[config.mk]
export PLATFORM = sky130hd
export DESIGN_NAME = menu_select
export DESIGN_NICKNAME = d
export VERILOG_FILES = /design/src/rtl/menu_pkg.sv /design/src/rtl/menu_hit_test.sv /design/src/rtl/menu_select.sv
export SDC_FILE = /design/constraint.sdc
export NUM_CORES = 1
export LEC_CHECK = 0
export CAP_MARGIN = 20
export CORE_ASPECT_RATIO = 1.1
export CORE_MARGIN = 2
export CORE_UTILIZATION = 43
export CTS_CLUSTER_DIAMETER = 40
export DETAILED_ROUTE_END_ITERATION = 16
export HOLD_SLACK_MARGIN = 0.03
export PLACE_DENSITY = 0.73
export SLEW_MARGIN = 10
export SYNTH_ARGS = -nofsm -noshare
export SYNTH_HDL_FRONTEND = slang
export SYNTH_SLANG_ARGS = --single-unit
[constraint.sdc]
create_clock -name pclk -period 4.85 [get_ports pclk]
set_clock_uncertainty 0.2 [all_clocks]
set_input_delay 0.97 -clock pclk [delete_from_list [all_inputs] [get_ports pclk]]
set_output_delay 0.97 -clock pclk [all_outputs]
set_load 0.05 [all_outputs]
[src/rtl/menu_pkg.sv]
// menu_pkg: button geometry, colours and FSM encoding for the menu select stage
package menu_pkg;
    localparam logic [11:0] BTN_X      = 12'd384;
    localparam logic [11:0] BTN_Y0     = 12'd200;
    localparam logic [11:0] BTN_W      = 12'd256;
    localparam logic [11:0] BTN_H      = 12'd64;
    localparam logic [11:0] BTN_GAP    = 12'd32;
    localparam int          N_BTN      = 3;
    localparam logic [11:0] SCR_W      = 12'd1024;
    localparam logic [11:0] SCR_H      = 12'd768;
    localparam logic [11:0] COL_IDLE   = 12'h888;
    localparam logic [11:0] COL_HOVER  = 12'hFF0;
    localparam logic [11:0] COL_PRESS  = 12'hF00;
    localparam logic [11:0] COL_BORDER = 12'hFFF;
    localparam logic [1:0]  IDLE       = 2'd0;
    localparam logic [1:0]  PRESSED    = 2'd1;
    localparam logic [1:0]  FIRE       = 2'd2;

    function automatic logic [11:0] btn_top(input logic [1:0] k);
        return BTN_Y0 + 12'(k) * (BTN_H + BTN_GAP);
    endfunction
endpackage

[src/rtl/menu_hit_test.sv]
// menu_hit_test: maps a 12-bit x,y point to the button it falls on, if any
module menu_hit_test
    import menu_pkg::*;
(
    input  logic [11:0] x,
    input  logic [11:0] y,
    output logic        hit,
    output logic [1:0]  idx
);
    logic on_col;

    assign on_col = x >= BTN_X && x < BTN_X + BTN_W && x < SCR_W && y < SCR_H;

    always_comb begin
        hit = 1'b0;
        idx = 2'd0;
        for (int k = 0; k < N_BTN; k++) begin
            if (on_col && y >= btn_top(2'(k)) && y < btn_top(2'(k)) + BTN_H) begin
                hit = 1'b1;
                idx = 2'(k);
            end
        end
    end
endmodule

[src/rtl/menu_select.sv]
// menu_select: button overlay and click selection over the menu background; define MENU_BORDER_EN for a 2-pixel white border
module menu_select
    import menu_pkg::*;
(
    input  logic        pclk,
    input  logic        rst,
    input  logic [10:0] vcount_in,
    input  logic [10:0] hcount_in,
    input  logic        vsync_in,
    input  logic        hsync_in,
    input  logic        vblnk_in,
    input  logic        hblnk_in,
    input  logic [11:0] rgb_in,
    input  logic [11:0] xpos,
    input  logic [11:0] ypos,
    input  logic        mouse_left,
    output logic [10:0] vcount_out,
    output logic [10:0] hcount_out,
    output logic        vsync_out,
    output logic        hsync_out,
    output logic        vblnk_out,
    output logic        hblnk_out,
    output logic [11:0] rgb_out,
    output logic        sel_valid,
    output logic [1:0]  sel_idx
);
    logic [11:0] mx, my, rgb_d, fill, rgb_nxt;
    logic [10:0] vcount_d, hcount_d;
    logic        vsync_d, hsync_d, vblnk_d, hblnk_d, hit_d, border_d;
    logic        hover_hit, pix_hit, pix_border;
    logic [1:0]  hover_idx, pix_idx, idx_d, press_idx, state, state_nxt;
    logic        ml_s1, ml_s2, ml_prev, press_e, release_e;

    menu_hit_test u_pix (.x({1'b0, hcount_in}), .y({1'b0, vcount_in}), .hit(pix_hit), .idx(pix_idx));
    menu_hit_test u_mouse (.x(mx), .y(my), .hit(hover_hit), .idx(hover_idx));

`ifdef MENU_BORDER_EN
    logic [11:0] rel_x, rel_y;
    assign rel_x = {1'b0, hcount_in} - BTN_X;
    assign rel_y = {1'b0, vcount_in} - btn_top(pix_idx);
    assign pix_border = pix_hit && (rel_x < 12'd2 || rel_x >= BTN_W - 12'd2 ||
                                    rel_y < 12'd2 || rel_y >= BTN_H - 12'd2);
`else
    assign pix_border = 1'b0;
`endif

    assign press_e   = ml_s2 && !ml_prev;
    assign release_e = !ml_s2 && ml_prev;

    // Mouse position only moves at the start of vertical blanking so a frame never tears
    always_ff @(posedge pclk or negedge rst) begin
        if (!rst) begin
            {ml_s1, ml_s2, ml_prev} <= '0;
            mx <= '0;
            my <= '0;
        end else begin
            ml_s1   <= mouse_left;
            ml_s2   <= ml_s1;
            ml_prev <= ml_s2;
            if (vblnk_in && !vblnk_d) begin
                mx <= xpos;
                my <= ypos;
            end
        end
    end

    assign fill    = (state == PRESSED && idx_d == press_idx) ? COL_PRESS :
                     (hover_hit && idx_d == hover_idx) ? COL_HOVER : COL_IDLE;
    assign rgb_nxt = (vblnk_d || hblnk_d) ? 12'h000 : !hit_d ? rgb_d : border_d ? COL_BORDER : fill;

    always_ff @(posedge pclk or negedge rst) begin
        if (!rst) begin
            {vcount_d, hcount_d, vsync_d, hsync_d, vblnk_d, hblnk_d} <= '0;
            {rgb_d, hit_d, idx_d, border_d} <= '0;
            {vcount_out, hcount_out, vsync_out, hsync_out, vblnk_out, hblnk_out} <= '0;
            rgb_out <= '0;
        end else begin
            {vcount_d, hcount_d, vsync_d, hsync_d, vblnk_d, hblnk_d} <=
                {vcount_in, hcount_in, vsync_in, hsync_in, vblnk_in, hblnk_in};
            {rgb_d, hit_d, idx_d, border_d} <= {rgb_in, pix_hit, pix_idx, pix_border};
            {vcount_out, hcount_out, vsync_out, hsync_out, vblnk_out, hblnk_out} <=
                {vcount_d, hcount_d, vsync_d, hsync_d, vblnk_d, hblnk_d};
            rgb_out <= rgb_nxt;
        end
    end

    always_ff @(posedge pclk or negedge rst) begin
        if (!rst) begin
            state     <= IDLE;
            press_idx <= '0;
            sel_idx   <= '0;
        end else begin
            state <= state_nxt;
            if (state == IDLE && press_e && hover_hit)
                press_idx <= hover_idx;
            if (state_nxt == FIRE)
                sel_idx <= press_idx;
        end
    end

    // A click only counts when released over the same button it was pressed on
    always_comb begin
        state_nxt = (state == IDLE)    ? ((press_e && hover_hit) ? PRESSED : IDLE) :
                    (state == PRESSED) ? (!release_e ? PRESSED :
                                          (hover_hit && hover_idx == press_idx) ? FIRE : IDLE) :
                    IDLE;
    end

    always_comb begin
        sel_valid = (state == FIRE);
    end
endmodule

* Yosys cells after proc, flatten, opt, wreduce, memory -nomap -nowiden
Index checks and enable logic that the tools add are counted.
Widths: inputs -> output; s select.
** Storage, ports and cells
- Latch bits :: 0
- Output and inout bits :: 41
- Memory bits (writable) :: 0
- Bits in registers :: 112
- ROM bits :: 0
- Word-level logic and storage cells :: 101
- Memories :: 0
** Cells by class
- Divide/modulo/power cells :: 0
- Magnitude comparators :: 20
- Eq/ne operators :: 6
- Reductions and logical operators :: 32
- Shift-type cells :: 0
- Multipliers :: 0
- Add/sub/neg operators :: 0
- Mux-type cells :: 19
- Bitwise operators :: 0
** Operator list (count)
- $ge 12x9->1 const B :: 3
- $lt 12x9->1 const B :: 3
- $ge 11x9->1 const B :: 3
- $lt 11x9->1 const B :: 3
- $logic_and 1x1->1 :: 27
- $lt 12x10->1 const B :: 2
- $mux 12 :: 2
- $lt 11x10->1 const B :: 2
- $mux 11 :: 2
- $ge 12x8->1 const B :: 1
- $lt 12x11->1 const B :: 1
- $mux 2 :: 6
- $ge 11x8->1 const B :: 1
- $lt 11x11->1 const B :: 1
- $mux 1 :: 9
- $eq 2x2->1 :: 3
- $eq 2x2->1 const B :: 2
- $logic_not 1->1 :: 3
- $eq 2x1->1 const B :: 1
- $logic_not 2->1 :: 1
- $logic_or 1x1->1 :: 1

* Depth between registers and ports, before layout
Gate-level depths: netlist (run 1).
- Depth in word-level cells :: 15
- Depth in mapped cells :: 6
- Mapped depth without buffers :: 5

* Hierarchy
From an unflattened synthesis (run 1), not the netlist that was laid out.
** Second synthesis, totals
- Cell total of the unflattened synthesis :: 236
- Area total of the unflattened synthesis :: 3798.6 µm²
** By module, submodules not included
- menu_select :: area an instance 3470.8 µm², sequential area each 2802.7 µm², cells each 196, instances 1
- menu_hit_test :: area an instance 163.9 µm², sequential area each 0.0 µm², cells each 20, instances 2

* Least setup slack after synthesis (run 1)
Ideal clock, no wire load.
- Path kind :: register to output
- Start point :: register state[0]
- End point :: output port sel_valid
- Arrival time :: 1.084 ns
- Stages on the path, launching flop included :: 2
- Data required time :: 3.680 ns
- Path buffers :: 0
- Slack :: 2.596 ns
- Cell sequence :: dfrtp_1 > nor2b_1
** Between the ends
- Word-level cells in the longest chain between the ends :: 1
** Ends and longest elaborated chain
- from (decl) :: RTL line menu_select.sv:31 : logic [1:0] hover_idx, pix_idx, idx_d, press_idx, state, state_nxt;
- from (signal assigned) :: RTL line menu_select.sv:93 : state <= state_nxt;
- $eq 2x2->1 :: RTL line menu_select.sv:110 : sel_valid = (state == FIRE);
- to (decl) :: RTL line menu_select.sv:24 : output logic sel_valid,
Every way passes these cells.

* Final worst setup path (run 1)
Ends and elaborated chain as after synthesis.

==> metrics.txt, run 1 <==
# TYPE chip_impl_metric gauge
chip_impl_metric{name="worst_setup_hold_path_clk_slew",unit="ps"} 90
chip_impl_metric{name="path_depth",unit=""} 2
chip_impl_metric{name="place.gp.congestion",unit=""} 0.737
chip_impl_metric{name="fraction_of_the_mapped_netlist_area_in_compound_gates",unit=""} 0.0820
chip_impl_metric{name="numPlacedInstances",unit=""} 424
chip_impl_metric{name="grt_overflow",unit=""} 0
chip_impl_info{name="worst_hold_path_type",value="reg2reg"} 1
chip_impl_metric{name="design.final.nets",unit=""} 392
chip_impl_metric{name="grt_start_max_net_pins",unit=""} 77
chip_impl_metric{name="synth.avg_cell_area",unit="um^2"} 15.3
chip_impl_metric{name="setup_viol",unit=""} 0
chip_impl_metric{name="synth_seq_cells",unit=""} 102
chip_impl_metric{name="worst_r2r_path_depth",unit=""} 5
chip_impl_metric{name="antenna_found_initial",unit=""} 0
chip_impl_metric{name="ff2ff_setup_slack",unit="ps"} 2740
chip_impl_info{name="synth_top_area_cell",value="sky130_fd_sc_hd__dfrtp_1"} 1
chip_impl_info{name="synth_top_flop_cell",value="sky130_fd_sc_hd__dfrtp_1"} 1
chip_impl_metric{name="hold_depth",unit=""} 0
chip_impl_metric{name="route.detailed.wl_per_inst",unit="um"} 13.6
chip_impl_metric{name="final_layout_size_suffix_gt1_frac",unit=""} 0.120
chip_impl_metric{name="floorplan.die.width",unit="um"} 89.0
chip_impl_metric{name="synth_seq_area_share",unit=""} 0.747
chip_impl_info{name="r2r_end",value="sel_idx[1]"} 1
chip_impl_metric{name="critPathMaxStageDelay",unit="ps"} 800
chip_impl_metric{name="grt_usage",unit=""} 0.159
chip_impl_metric{name="timing.max_cap.violations",unit=""} 0
chip_impl_metric{name="number_of_buffers_and_inverters_on_the_critical_path",unit=""} 1
chip_impl_metric{name="grt_pass1_vias",unit=""} 2132
chip_impl_metric{name="design.portCount",unit=""} 106
chip_impl_metric{name="totalPowerFinal",unit="uW"} 1650
chip_impl_info{name="cts_tree",value="built"} 1
chip_impl_metric{name="synth_mux_area_frac",unit=""} 0.0494
chip_impl_metric{name="post_synth_num_cell_types",unit=""} 45
chip_impl_metric{name="timing.final.max_slew_violations",unit=""} 0
chip_impl_metric{name="slew_headroom",unit=""} 0.401
chip_impl_metric{name="synth_cell_area",unit="um^2"} 3420
chip_impl_metric{name="worst_pin_slew",unit="ps"} 899
chip_impl_metric{name="gate_count_after_technology_mapping",unit=""} 224
chip_impl_metric{name="post-cts-setup-buffer-count",unit=""} 0
chip_impl_metric{name="synth_enable_flop_cells",unit=""} 0
chip_impl_metric{name="fill_cells",unit=""} 645
chip_impl_info{name="clk_root_buffer_cell",value="sky130_fd_sc_hd__clkbuf_8"} 1
chip_impl_metric{name="period_share",unit=""} 0.590
chip_impl_metric{name="numCtsBuffers",unit=""} 9
chip_impl_metric{name="post-route-drc-count",unit=""} 0
chip_impl_metric{name="leakage",unit="uW"} 0.00204
chip_impl_metric{name="cellPowerDensity",unit="nW/um^2"} 353
chip_impl_metric{name="synthAdderAreaFrac",unit=""} 0
chip_impl_metric{name="detailedRoute.firstPassIterationCount",unit=""} 4
chip_impl_metric{name="clock_latency_on_the_worst_skew_pair",unit="ps"} 360
chip_impl_metric{name="placeableCoreArea",unit="um^2"} 7830
chip_impl_info{name="end_kind",value="output pin"} 1
chip_impl_metric{name="yosys.area_share.simple",unit=""} 0.0952
chip_impl_metric{name="detailedRoute.firstIterationViolations",unit=""} 96
chip_impl_info{name="critical_path.cell_chain",value="nor2b_1, clkdlybuf4s50_1"} 1
chip_impl_metric{name="die_height",unit="um"} 97.5
chip_impl_metric{name="ys_async_sr_fraction",unit=""} 1.00
chip_impl_metric{name="cts.htree.levels",unit=""} 3
chip_impl_metric{name="rows",unit=""} 34
chip_impl_metric{name="finalHoldViolations",unit=""} 0
chip_impl_metric{name="route.antenna.remaining_nets",unit=""} 0
chip_impl_info{name="synth_top_cells_by_area",value="sky130_fd_sc_hd__dfrtp_1 75%, sky130_fd_sc_hd__mux2_2 4.9%, sky130_fd_sc_hd__nor3_1 1.5%"} 1
chip_impl_metric{name="post-dp-hpwl",unit="um"} 4320
chip_impl_metric{name="peakVddDrop",unit="mV"} 0.230
chip_impl_metric{name="post_layout_nonfiller_instances",unit=""} 440
chip_impl_metric{name="routed_wirelength",unit="um"} 6000
chip_impl_info{name="cell_family_with_most_cp_delay",value="buffers and inverters"} 1
chip_impl_info{name="cp-start-kind",value="register"} 1
chip_impl_metric{name="areaGrowthSynthToFinish",unit="%"} 36.9
chip_impl_metric{name="initial_core_util",unit=""} 0.437
chip_impl_metric{name="ys.warnings.count",unit=""} 0
chip_impl_metric{name="period_minus_slack",unit="ps"} 2860
chip_impl_metric{name="worstPathArrival",unit="ps"} 1690
chip_impl_metric{name="placedInstanceArea",unit="um^2"} 4500
chip_impl_info{name="timing_worst_setup_path_type",value="reg2out"} 1
chip_impl_metric{name="worst-endpoint-required",unit="ps"} 3680
chip_impl_info{name="hold_path_startpoint",value="vcount_d[0]"} 1
chip_impl_metric{name="detail_route.vias_per_cell",unit=""} 4.70
chip_impl_info{name="grt_setup_unrepaired",value="no"} 1
chip_impl_metric{name="via_count",unit=""} 2070
chip_impl_metric{name="grt_pass1_wl",unit="um"} 10200
chip_impl_metric{name="yosys.area.top_type_share",unit=""} 0.747
chip_impl_metric{name="synth_nets",unit=""} 289
chip_impl_metric{name="stdcell_area",unit="um^2"} 4680
chip_impl_metric{name="cts.hold.buffers_added",unit=""} 0
chip_impl_metric{name="count_of_instances_resized_after_the_clock_tree_is_built",unit=""} 0
chip_impl_metric{name="clock_tree.buffer_depth",unit=""} 2
chip_impl_metric{name="worstPathMaxFanout",unit=""} 4
chip_impl_metric{name="buffer_ports.inserted",unit=""} 95
chip_impl_info{name="worst_r2r_startpoint",value="mx[7]"} 1
chip_impl_metric{name="post_synth_xor_area_fraction",unit=""} 0.0154
chip_impl_info{name="crit_slowest_cell",value="sky130_fd_sc_hd__clkdlybuf4s50_1"} 1
chip_impl_metric{name="numClockSinks",unit=""} 102
chip_impl_info{name="result_of_the_run",value="finished, final reports clean"} 1
chip_impl_metric{name="clock.fmax",unit="MHz"} 349
chip_impl_metric{name="design.die.area",unit="um^2"} 8680
chip_impl_metric{name="setup_tns",unit="ps"} 0
chip_impl_info{name="dominant_combinational_cell_family_by_area_after_synthesis",value="simple AND/OR/NAND/NOR gates"} 1
chip_impl_info{name="worstHoldEndpoint",value="vcount_out[0]"} 1
chip_impl_metric{name="antenna_cells_inserted",unit=""} 0
kinds of logic (layout without fill, tap and decap cells):
group                  after synthesis  count (layout)
flip-flops                         102             102
AND/OR/NAND/NOR                     53              53
AO/OA/AOI/OAI                       38              38
multiplexers                        15              15
buffers and inverters               10             118
XOR/XNOR                             6               6
power by group:
| part | switching, uW | internal, uW |
|---|---|---|
| clock network | 289 | 206 |
| registers | 28.6 | 900 |
| logic | 125 | 106 |
routing by layer:
metal | wire (um) | global-route usage | vias up
met4 | 123 | 0.0654 | 0
met5 | 0 | 0 | -
met1 | 2250 | 0.183 | 1027
li1 | - | - | 984
met2 | 3220 | 0.259 | 51
met3 | 407 | 0.0680 | 8
flip-flops by register name (all words and copies together), names as in the netlist, 2 cells and up:
register / cells
hcount_d: 11
vcount_out: 11
mx: 5
sel_idx: 2
idx_d: 2
my: 9
rgb_out: 12
press_idx: 2
state: 2
hcount_out: 11
vcount_d: 11
rgb_d: 12
worst max path at each step:
stage                           end  slack [ps]  startpoint
after floorplan           sel_valid        2600    state[0]
after global placement       mx[11]        1700    vblnk_in
after detailed placement      mx[7]        2000    vblnk_in
after CTS                 sel_valid        1980    state[0]
after global routing      sel_valid        1920    state[1]
final                     sel_valid        1990    state[0]
per-stage QoR:
stage | utilization | setup WS, ps | hold WS (ps)
after CTS | 0.598 | 1980 | 156
after global routing | 0.598 | 1920 | 160
after detailed placement | 0.574 | 2000 | 135
final | 0.598 | 1990 | 153
after floorplan | - | 2600 | 131
after global placement | 0.574 | 1700 | 131
final cells by class:
cell class | count | area (um^2) | area share
Sequential cell | 102 | 2550 | 0.545
Inverter | 5 | 18.8 | 0.00401
Multi-Input combinational cell | 112 | 827 | 0.177
Clock inverter | 5 | 42.5 | 0.00909
Tap cell | 108 | 135 | 0.0289
Timing Repair Buffer | 97 | 963 | 0.206
Clock buffer | 11 | 141 | 0.0302
layout by cell type (no fill, tap or decap), types with 3 or more instances in the layout:
cell type	synthesis	layout
sky130_fd_sc_hd__nor2b_1	3	3
sky130_fd_sc_hd__and3b_1	3	3
sky130_fd_sc_hd__o21ai_0	5	5
sky130_fd_sc_hd__a21oi_1	7	7
sky130_fd_sc_hd__xor2_1	4	4
sky130_fd_sc_hd__buf_4	0	3
sky130_fd_sc_hd__nand2b_1	4	4
sky130_fd_sc_hd__a21o_1	5	5
sky130_fd_sc_hd__inv_1	5	5
sky130_fd_sc_hd__dfrtp_1	102	102
sky130_fd_sc_hd__nor3_1	10	10
sky130_fd_sc_hd__mux2_2	15	15
sky130_fd_sc_hd__clkbuf_8	0	10
sky130_fd_sc_hd__o31a_1	4	4
sky130_fd_sc_hd__nor2_1	9	9
sky130_fd_sc_hd__clkinvlp_4	0	3
sky130_fd_sc_hd__nand2_1	4	4
sky130_fd_sc_hd__and2_1	6	6
sky130_fd_sc_hd__clkdlybuf4s50_1	0	94
synth_stat cells (2+ instances only):
master,count
sky130_fd_sc_hd__a21o_1,5
sky130_fd_sc_hd__a21oi_1,7
sky130_fd_sc_hd__and2_1,6
sky130_fd_sc_hd__and3b_1,3
sky130_fd_sc_hd__clkbuf_1,4
sky130_fd_sc_hd__dfrtp_1,102
sky130_fd_sc_hd__inv_1,5
sky130_fd_sc_hd__mux2_2,15
sky130_fd_sc_hd__nand2_1,4
sky130_fd_sc_hd__nand2b_1,4
sky130_fd_sc_hd__nor2_1,9
sky130_fd_sc_hd__nor2b_1,3
sky130_fd_sc_hd__nor3_1,10
sky130_fd_sc_hd__nor3b_1,2
sky130_fd_sc_hd__nor4_1,2
sky130_fd_sc_hd__o21ai_0,5
sky130_fd_sc_hd__o31a_1,4
sky130_fd_sc_hd__o31ai_1,2
sky130_fd_sc_hd__or4_4,2
sky130_fd_sc_hd__xnor2_1,2
sky130_fd_sc_hd__xor2_1,4
worst register-to-register path, stage by stage (launching register included):
cell and delay (ps):
sky130_fd_sc_hd__dfrtp_1 420, sky130_fd_sc_hd__nor3b_2 210, sky130_fd_sc_hd__o211ai_2 150, sky130_fd_sc_hd__or4_4 550, sky130_fd_sc_hd__o31a_1 290, sky130_fd_sc_hd__o22a_1 190
No activity file was read; power rests on OpenSTA's default activity.
==> run 2: changes to the inputs <==
==> constraint.sdc (replaced) <==
create_clock -name pclk -period 3 [get_ports pclk]
set_clock_uncertainty 0.2 [all_clocks]
set_input_delay 0.6 -clock pclk [delete_from_list [all_inputs] [get_ports pclk]]
set_output_delay 0.6 -clock pclk [all_outputs]
set_load 0.05 [all_outputs]
==> run 2 against run 1 <==
Clock power up 65%. Die area unchanged. Cell count unchanged. Register-to-register slack worse by 1800 ps. Sequential power up 62%. Flip-flop and latch count unchanged. Count of clock-buffer cells in the layout down 2. First-iteration DRC count down 22%. Design area up 0.67%. Via count up 1.4%. Global-route usage down 0.68 points. Largest power group unchanged. Highest routed layer unchanged.
==> metrics.txt, run 2 (synthesis gave the netlist of run 1 again) <==
# TYPE chip_impl_metric gauge
chip_impl_info{name="result_of_the_run",value="finished, final reports clean"} 1
chip_impl_metric{name="period_share",unit=""} 0.826
chip_impl_metric{name="cts.htree.levels",unit=""} 3
chip_impl_metric{name="clock_tree.buffer_depth",unit=""} 2
chip_impl_metric{name="numClockSinks",unit=""} 102
chip_impl_info{name="critical_path.cell_chain",value="nor2b_1, clkdlybuf4s50_1"} 1
chip_impl_metric{name="antenna_found_initial",unit=""} 0
chip_impl_metric{name="place.gp.congestion",unit=""} 0.737
chip_impl_metric{name="routed_wirelength",unit="um"} 5930
chip_impl_metric{name="timing.final.max_slew_violations",unit=""} 0
chip_impl_info{name="cell_family_with_most_cp_delay",value="buffers and inverters"} 1
chip_impl_metric{name="numCtsBuffers",unit=""} 9
chip_impl_metric{name="post_route_utilization",unit=""} 0.602
chip_impl_info{name="timing_worst_setup_path_type",value="reg2out"} 1
chip_impl_info{name="clk_root_buffer_cell",value="sky130_fd_sc_hd__clkbuf_8"} 1
chip_impl_metric{name="totalPowerFinal",unit="uW"} 2700
chip_impl_metric{name="buffer_ports.inserted",unit=""} 95
chip_impl_metric{name="final_layout_size_suffix_gt1_frac",unit=""} 0.120
chip_impl_metric{name="detail_route.vias_per_cell",unit=""} 4.77
chip_impl_info{name="layout_common_cells",value="102 x sky130_fd_sc_hd__dfrtp_1, 94 x sky130_fd_sc_hd__clkdlybuf4s50_1, 15 x sky130_fd_sc_hd__mux2_2"} 1
chip_impl_metric{name="grt_pass1_vias",unit=""} 2110
chip_impl_metric{name="period_minus_slack",unit="ps"} 2480
chip_impl_metric{name="slew_headroom",unit=""} 0.650
chip_impl_metric{name="detailedRoute.firstIterationViolations",unit=""} 75
chip_impl_metric{name="floorplan.die.width",unit="um"} 89.0
chip_impl_info{name="cp-start-kind",value="register"} 1
chip_impl_metric{name="route.antenna.remaining_nets",unit=""} 0
chip_impl_metric{name="worstPathArrival",unit="ps"} 1680
chip_impl_metric{name="numPlacedInstances",unit=""} 425
chip_impl_metric{name="design.die.area",unit="um^2"} 8680
chip_impl_info{name="worst_setup_path_startpoint",value="state[0]"} 1
chip_impl_metric{name="grt_pass1_wl",unit="um"} 9980
chip_impl_metric{name="design.portCount",unit=""} 106
chip_impl_metric{name="clock_latency_on_the_worst_skew_pair",unit="ps"} 350
chip_impl_metric{name="placeableCoreArea",unit="um^2"} 7830
chip_impl_metric{name="critPathMaxStageDelay",unit="ps"} 800
chip_impl_metric{name="worst-endpoint-required",unit="ps"} 2200
chip_impl_metric{name="worstPathMaxFanout",unit=""} 4
chip_impl_info{name="worst_hold_path_type",value="reg2reg"} 1
chip_impl_metric{name="worst_r2r_path_depth",unit=""} 5
chip_impl_metric{name="finalHoldViolations",unit=""} 0
chip_impl_metric{name="antenna_cells_inserted",unit=""} 0
chip_impl_info{name="cp-endpoint",value="sel_valid"} 1
chip_impl_metric{name="rows",unit=""} 34
chip_impl_info{name="end_kind",value="output pin"} 1
chip_impl_metric{name="leakage",unit="uW"} 0.00206
chip_impl_metric{name="die_height",unit="um"} 97.5
chip_impl_metric{name="grt_usage",unit=""} 0.153
chip_impl_metric{name="worst_setup_hold_path_clk_slew",unit="ps"} 90
chip_impl_metric{name="design.final.nets",unit=""} 394
chip_impl_metric{name="ff2ff_setup_slack",unit="ps"} 910
chip_impl_metric{name="grt_start_max_net_pins",unit=""} 48
chip_impl_metric{name="post-dp-hpwl",unit="um"} 4320
chip_impl_metric{name="via_count",unit=""} 2099
chip_impl_metric{name="setup_tns",unit="ps"} 0
chip_impl_metric{name="post-route-drc-count",unit=""} 0
chip_impl_metric{name="detailedRoute.firstPassIterationCount",unit=""} 4
chip_impl_metric{name="route.detailed.wl_per_inst",unit="um"} 13.5
chip_impl_metric{name="number_of_buffers_and_inverters_on_the_critical_path",unit=""} 1
chip_impl_metric{name="path_depth",unit=""} 2
chip_impl_info{name="worst_r2r_startpoint",value="mx[9]"} 1
chip_impl_metric{name="hold_ws",unit="ps"} 146
chip_impl_metric{name="cellPowerDensity",unit="nW/um^2"} 572
chip_impl_info{name="grt_setup_unrepaired",value="no"} 1
chip_impl_metric{name="fill_cells",unit=""} 642
chip_impl_metric{name="post_layout_nonfiller_instances",unit=""} 440
chip_impl_info{name="crit_slowest_cell",value="sky130_fd_sc_hd__clkdlybuf4s50_1"} 1
chip_impl_info{name="cts_tree",value="built"} 1
chip_impl_metric{name="clock.fmax",unit="MHz"} 404
chip_impl_info{name="final_common_cell",value="sky130_fd_sc_hd__dfrtp_1"} 1
chip_impl_metric{name="initial_core_util",unit=""} 0.437
chip_impl_info{name="r2r_end",value="sel_idx[1]"} 1
chip_impl_metric{name="peakVddDrop",unit="mV"} 0.506
chip_impl_metric{name="areaGrowthSynthToFinish",unit="%"} 37.8
chip_impl_metric{name="grt_overflow",unit=""} 0
chip_impl_metric{name="worst_pin_slew",unit="ps"} 524
chip_impl_metric{name="setup_viol",unit=""} 0
chip_impl_metric{name="timing.max_cap.violations",unit=""} 0
run 2: where the power goes:
group	leakage, uW	internal [uW]	switching, uW
Sequential	0.00123	1450	45.8
Clock	0.0000838	379	440
Combinational	0.000742	175	202
run 2: area by class of cell:
type / instances / area (um^2) / share of cell area
flip-flops and latches: 102 / 2550 / 0.542
well taps: 108 / 135 / 0.0287
clock inverters: 5 / 61.3 / 0.0130
multi-input cells: 112 / 827 / 0.176
clock buffers: 9 / 124 / 0.0263
repair buffers: 99 / 993 / 0.211
inverters: 5 / 18.8 / 0.00398
run 2: metrics by stage:
step	worst slack [ps]	instance area, um^2
floorplan	1020	3420
global placement	701	4520
detailed placement	662	4520
CTS	507	4710
global route	459	4710
finish	523	4710
run 2: metal layers:
layer / track usage / part of all wire / vias up
met3: 0.0535 / 0.062 / 8
met2: 0.256 / 0.55 / 50
met5: 0 / 0 / -
met1: 0.178 / 0.38 / 1052
li1: - / - / 989
met4: 0.0551 / 0.013 / 0
run 2: worst min-delay path by stage:
stage | slack [ps] | endpoint | start | cells past startpoint
after global placement | 130 | hcount_out[7] | hcount_d[7] | 0
after CTS | 150 | vcount_out[8] | vcount_d[8] | 0
after global routing | 160 | vcount_out[8] | vcount_d[8] | 0
final | 150 | vcount_out[8] | vcount_d[8] | 0
after floorplan | 100 | hblnk_d | rst | 0
after detailed placement | 130 | hcount_out[10] | hcount_d[10] | 0
run 2: timing repair:
item	in CTS	in global routing
endpoints found under the setup margin	0	0
gates resized for setup	0	0
hold endpoints to repair	37	0
setup buffers	0	0
hold buffers	1	0
==> run 3: changes to the inputs <==
--- a/config.mk
+++ b/config.mk
@@ -8,7 +8,7 @@
 export CAP_MARGIN = 20
 export CORE_ASPECT_RATIO = 1.1
 export CORE_MARGIN = 2
-export CORE_UTILIZATION = 43
+export CORE_UTILIZATION = 41
 export CTS_CLUSTER_DIAMETER = 40
 export DETAILED_ROUTE_END_ITERATION = 16
 export HOLD_SLACK_MARGIN = 0.03
==> constraint.sdc (replaced) <==
create_clock -name pclk -period 2.1 [get_ports pclk]
set_clock_uncertainty 0.2 [all_clocks]
set_input_delay 0.42 -clock pclk [delete_from_list [all_inputs] [get_ports pclk]]
set_output_delay 0.42 -clock pclk [all_outputs]
set_load 0.05 [all_outputs]
==> run 3 against run 2 <==
Via count shrank 0.33%. Critical path depth up 4. Wire length increased by 4.2%. Count of clock-buffer cells in the layout rose by 2. Total power up 44%. Sequential power increased by 43%. Hold slack improved by 7.9 ps. Design area about the same. Register-to-register slack got worse by 890 ps. Critical path type is now reg2reg.
==> metrics.txt, run 3 (synthesis gave the netlist of run 1 again) <==
# TYPE chip_impl_metric gauge
chip_impl_info{name="result_of_the_run",value="finished, final reports clean"} 1
chip_impl_info{name="worst_hold_path_type",value="reg2reg"} 1
chip_impl_metric{name="slew_headroom",unit=""} 0.608
chip_impl_info{name="grt_setup_unrepaired",value="yes"} 1
chip_impl_metric{name="buffer_ports.inserted",unit=""} 95
chip_impl_info{name="timing_worst_setup_path_type",value="reg2reg"} 1
chip_impl_metric{name="initial_core_util",unit=""} 0.427
chip_impl_metric{name="route.antenna.remaining_nets",unit=""} 0
chip_impl_metric{name="period_share",unit=""} 0.992
chip_impl_metric{name="antenna_cells_inserted",unit=""} 0
chip_impl_metric{name="placeableCoreArea",unit="um^2"} 8000
chip_impl_metric{name="via_count",unit=""} 2092
chip_impl_metric{name="timing.final.max_slew_violations",unit=""} 0
chip_impl_metric{name="areaGrowthSynthToFinish",unit="%"} 37.9
chip_impl_info{name="cp-start-kind",value="register"} 1
chip_impl_metric{name="detailedRoute.firstPassIterationCount",unit=""} 4
chip_impl_metric{name="design.final.nets",unit=""} 399
chip_impl_metric{name="leakage",unit="uW"} 0.00218
chip_impl_metric{name="numClockSinks",unit=""} 102
chip_impl_metric{name="grt_usage",unit=""} 0.145
chip_impl_metric{name="finalHoldViolations",unit=""} 0
chip_impl_metric{name="route.detailed.wl_per_inst",unit="um"} 13.8
chip_impl_metric{name="worst-endpoint-required",unit="ps"} 2130
chip_impl_metric{name="die_height",unit="um"} 99.8
chip_impl_metric{name="place.gp.congestion",unit=""} 0.751
chip_impl_metric{name="timing.max_cap.violations",unit=""} 0
chip_impl_metric{name="placedInstanceArea",unit="um^2"} 4510
chip_impl_metric{name="stdcell_area",unit="um^2"} 4710
chip_impl_metric{name="setup_viol",unit=""} 0
chip_impl_metric{name="grt_pass1_wl",unit="um"} 10300
chip_impl_metric{name="routed_wirelength",unit="um"} 6170
chip_impl_metric{name="design.die.area",unit="um^2"} 9080
chip_impl_metric{name="worstPathArrival",unit="ps"} 2110
chip_impl_metric{name="clock_latency_on_the_worst_skew_pair",unit="ps"} 340
chip_impl_metric{name="post-dp-hpwl",unit="um"} 4360
chip_impl_metric{name="numCtsBuffers",unit=""} 9
chip_impl_metric{name="worst_pin_slew",unit="ps"} 583
chip_impl_metric{name="numPlacedInstances",unit=""} 430
chip_impl_metric{name="grt_pass1_vias",unit=""} 2183
chip_impl_info{name="clk_root_buffer_cell",value="sky130_fd_sc_hd__clkbuf_8"} 1
chip_impl_metric{name="worst_setup_hold_path_clk_slew",unit="ps"} 90
chip_impl_info{name="layout_common_cells",value="102 x sky130_fd_sc_hd__dfrtp_1, 53 x sky130_fd_sc_hd__clkdlybuf4s50_1, 25 x sky130_fd_sc_hd__dlygate4sd2_1"} 1
chip_impl_metric{name="peakVddDrop",unit="mV"} 0.484
chip_impl_metric{name="final_layout_size_suffix_gt1_frac",unit=""} 0.195
chip_impl_metric{name="detailedRoute.firstIterationViolations",unit=""} 65
chip_impl_metric{name="rows",unit=""} 34
chip_impl_metric{name="post_route_utilization",unit=""} 0.589
chip_impl_metric{name="clock_tree.buffer_depth",unit=""} 2
chip_impl_metric{name="detail_route.vias_per_cell",unit=""} 4.69
chip_impl_metric{name="cellPowerDensity",unit="nW/um^2"} 825
chip_impl_metric{name="post-route-drc-count",unit=""} 0
chip_impl_info{name="final_common_cell",value="sky130_fd_sc_hd__dfrtp_1"} 1
chip_impl_metric{name="antenna_found_initial",unit=""} 0
chip_impl_metric{name="post-cts-setup-buffer-count",unit=""} 0
chip_impl_metric{name="clock.fmax",unit="MHz"} 480
chip_impl_metric{name="worstPathMaxFanout",unit=""} 5
chip_impl_metric{name="setup_tns",unit="ps"} 0
chip_impl_metric{name="period_minus_slack",unit="ps"} 2080
chip_impl_metric{name="fill_cells",unit=""} 684
chip_impl_metric{name="floorplan.die.width",unit="um"} 91.1
chip_impl_info{name="end_kind",value="register"} 1
chip_impl_metric{name="cts.htree.levels",unit=""} 3
chip_impl_metric{name="design.portCount",unit=""} 106
chip_impl_info{name="cts_tree",value="built"} 1
chip_impl_metric{name="post_layout_nonfiller_instances",unit=""} 446
chip_impl_metric{name="grt_start_max_net_pins",unit=""} 103
chip_impl_metric{name="grt_overflow",unit=""} 0
[run 3: timing repair]
item / 4_1_cts / 5_1_grt
gates resized for setup: 25 / 6
hold buffers: 1 / 0
setup endpoints to repair: 25 / 9
hold endpoints to repair: 102 / 0
pin swaps: 0 / 1
[run 3: per-layer routing]
layer	track usage	vias to the layer above	part of all wire
li1	-	1008	-
met1	0.172	1010	0.41
met2	0.253	67	0.52
met3	0.0424	7	0.060
met4	0.0524	0	0.012
met5	0	-	0
[run 3: final timing paths]
check,slack [ps],to,depth (start not counted),startpoint
setup / recovery,20,sel_idx[1],6,my[5]
setup reg to reg,20,sel_idx[1],6,my[5]
hold / removal,150,vcount_out[10],0,vcount_d[10]
min in group asynchronous,470,vsync_d,3,rst
hold reg to reg,150,vcount_out[10],0,vcount_d[10]
max in group asynchronous,830,sel_idx[1],3,rst
[run 3: power breakdown]
group          internal, uW  switching, uW  total (uW)
logic                   244            302         546
registers              2080           61.6        2140
clock network           584            619        1200
[run 3: layout make-up]
cell class	instances	area [um^2]	area share
clock inverters	4	55.1	0.0117
multi-input cells	112	851	0.181
well taps	108	135	0.0287
inverters	5	18.8	0.00398
repair buffers	104	960	0.204
flip-flops and latches	102	2550	0.542
clock buffers	11	141	0.0300
[run 3: worst max-delay path: stages (launching register included)]
cell	delay, ps
sky130_fd_sc_hd__dfrtp_1	410
sky130_fd_sc_hd__o21a_1	220
sky130_fd_sc_hd__mux2_2	400
sky130_fd_sc_hd__buf_4	160
sky130_fd_sc_hd__xnor2_1	150
sky130_fd_sc_hd__o31a_1	240
sky130_fd_sc_hd__o22a_1	190
[run 3: through the flow]
step | setup slack [ps] | power [uW] | hold WS [ps]
final | 15.8 | 3890 | 154
after CTS | 7.41 | 3930 | 155
after global placement | 30.2 | 2720 | 132
after global routing | -81.2 | 4080 | 161
after floorplan | 118 | 2460 | -75.6
after detailed placement | 39.8 | 2740 | 135
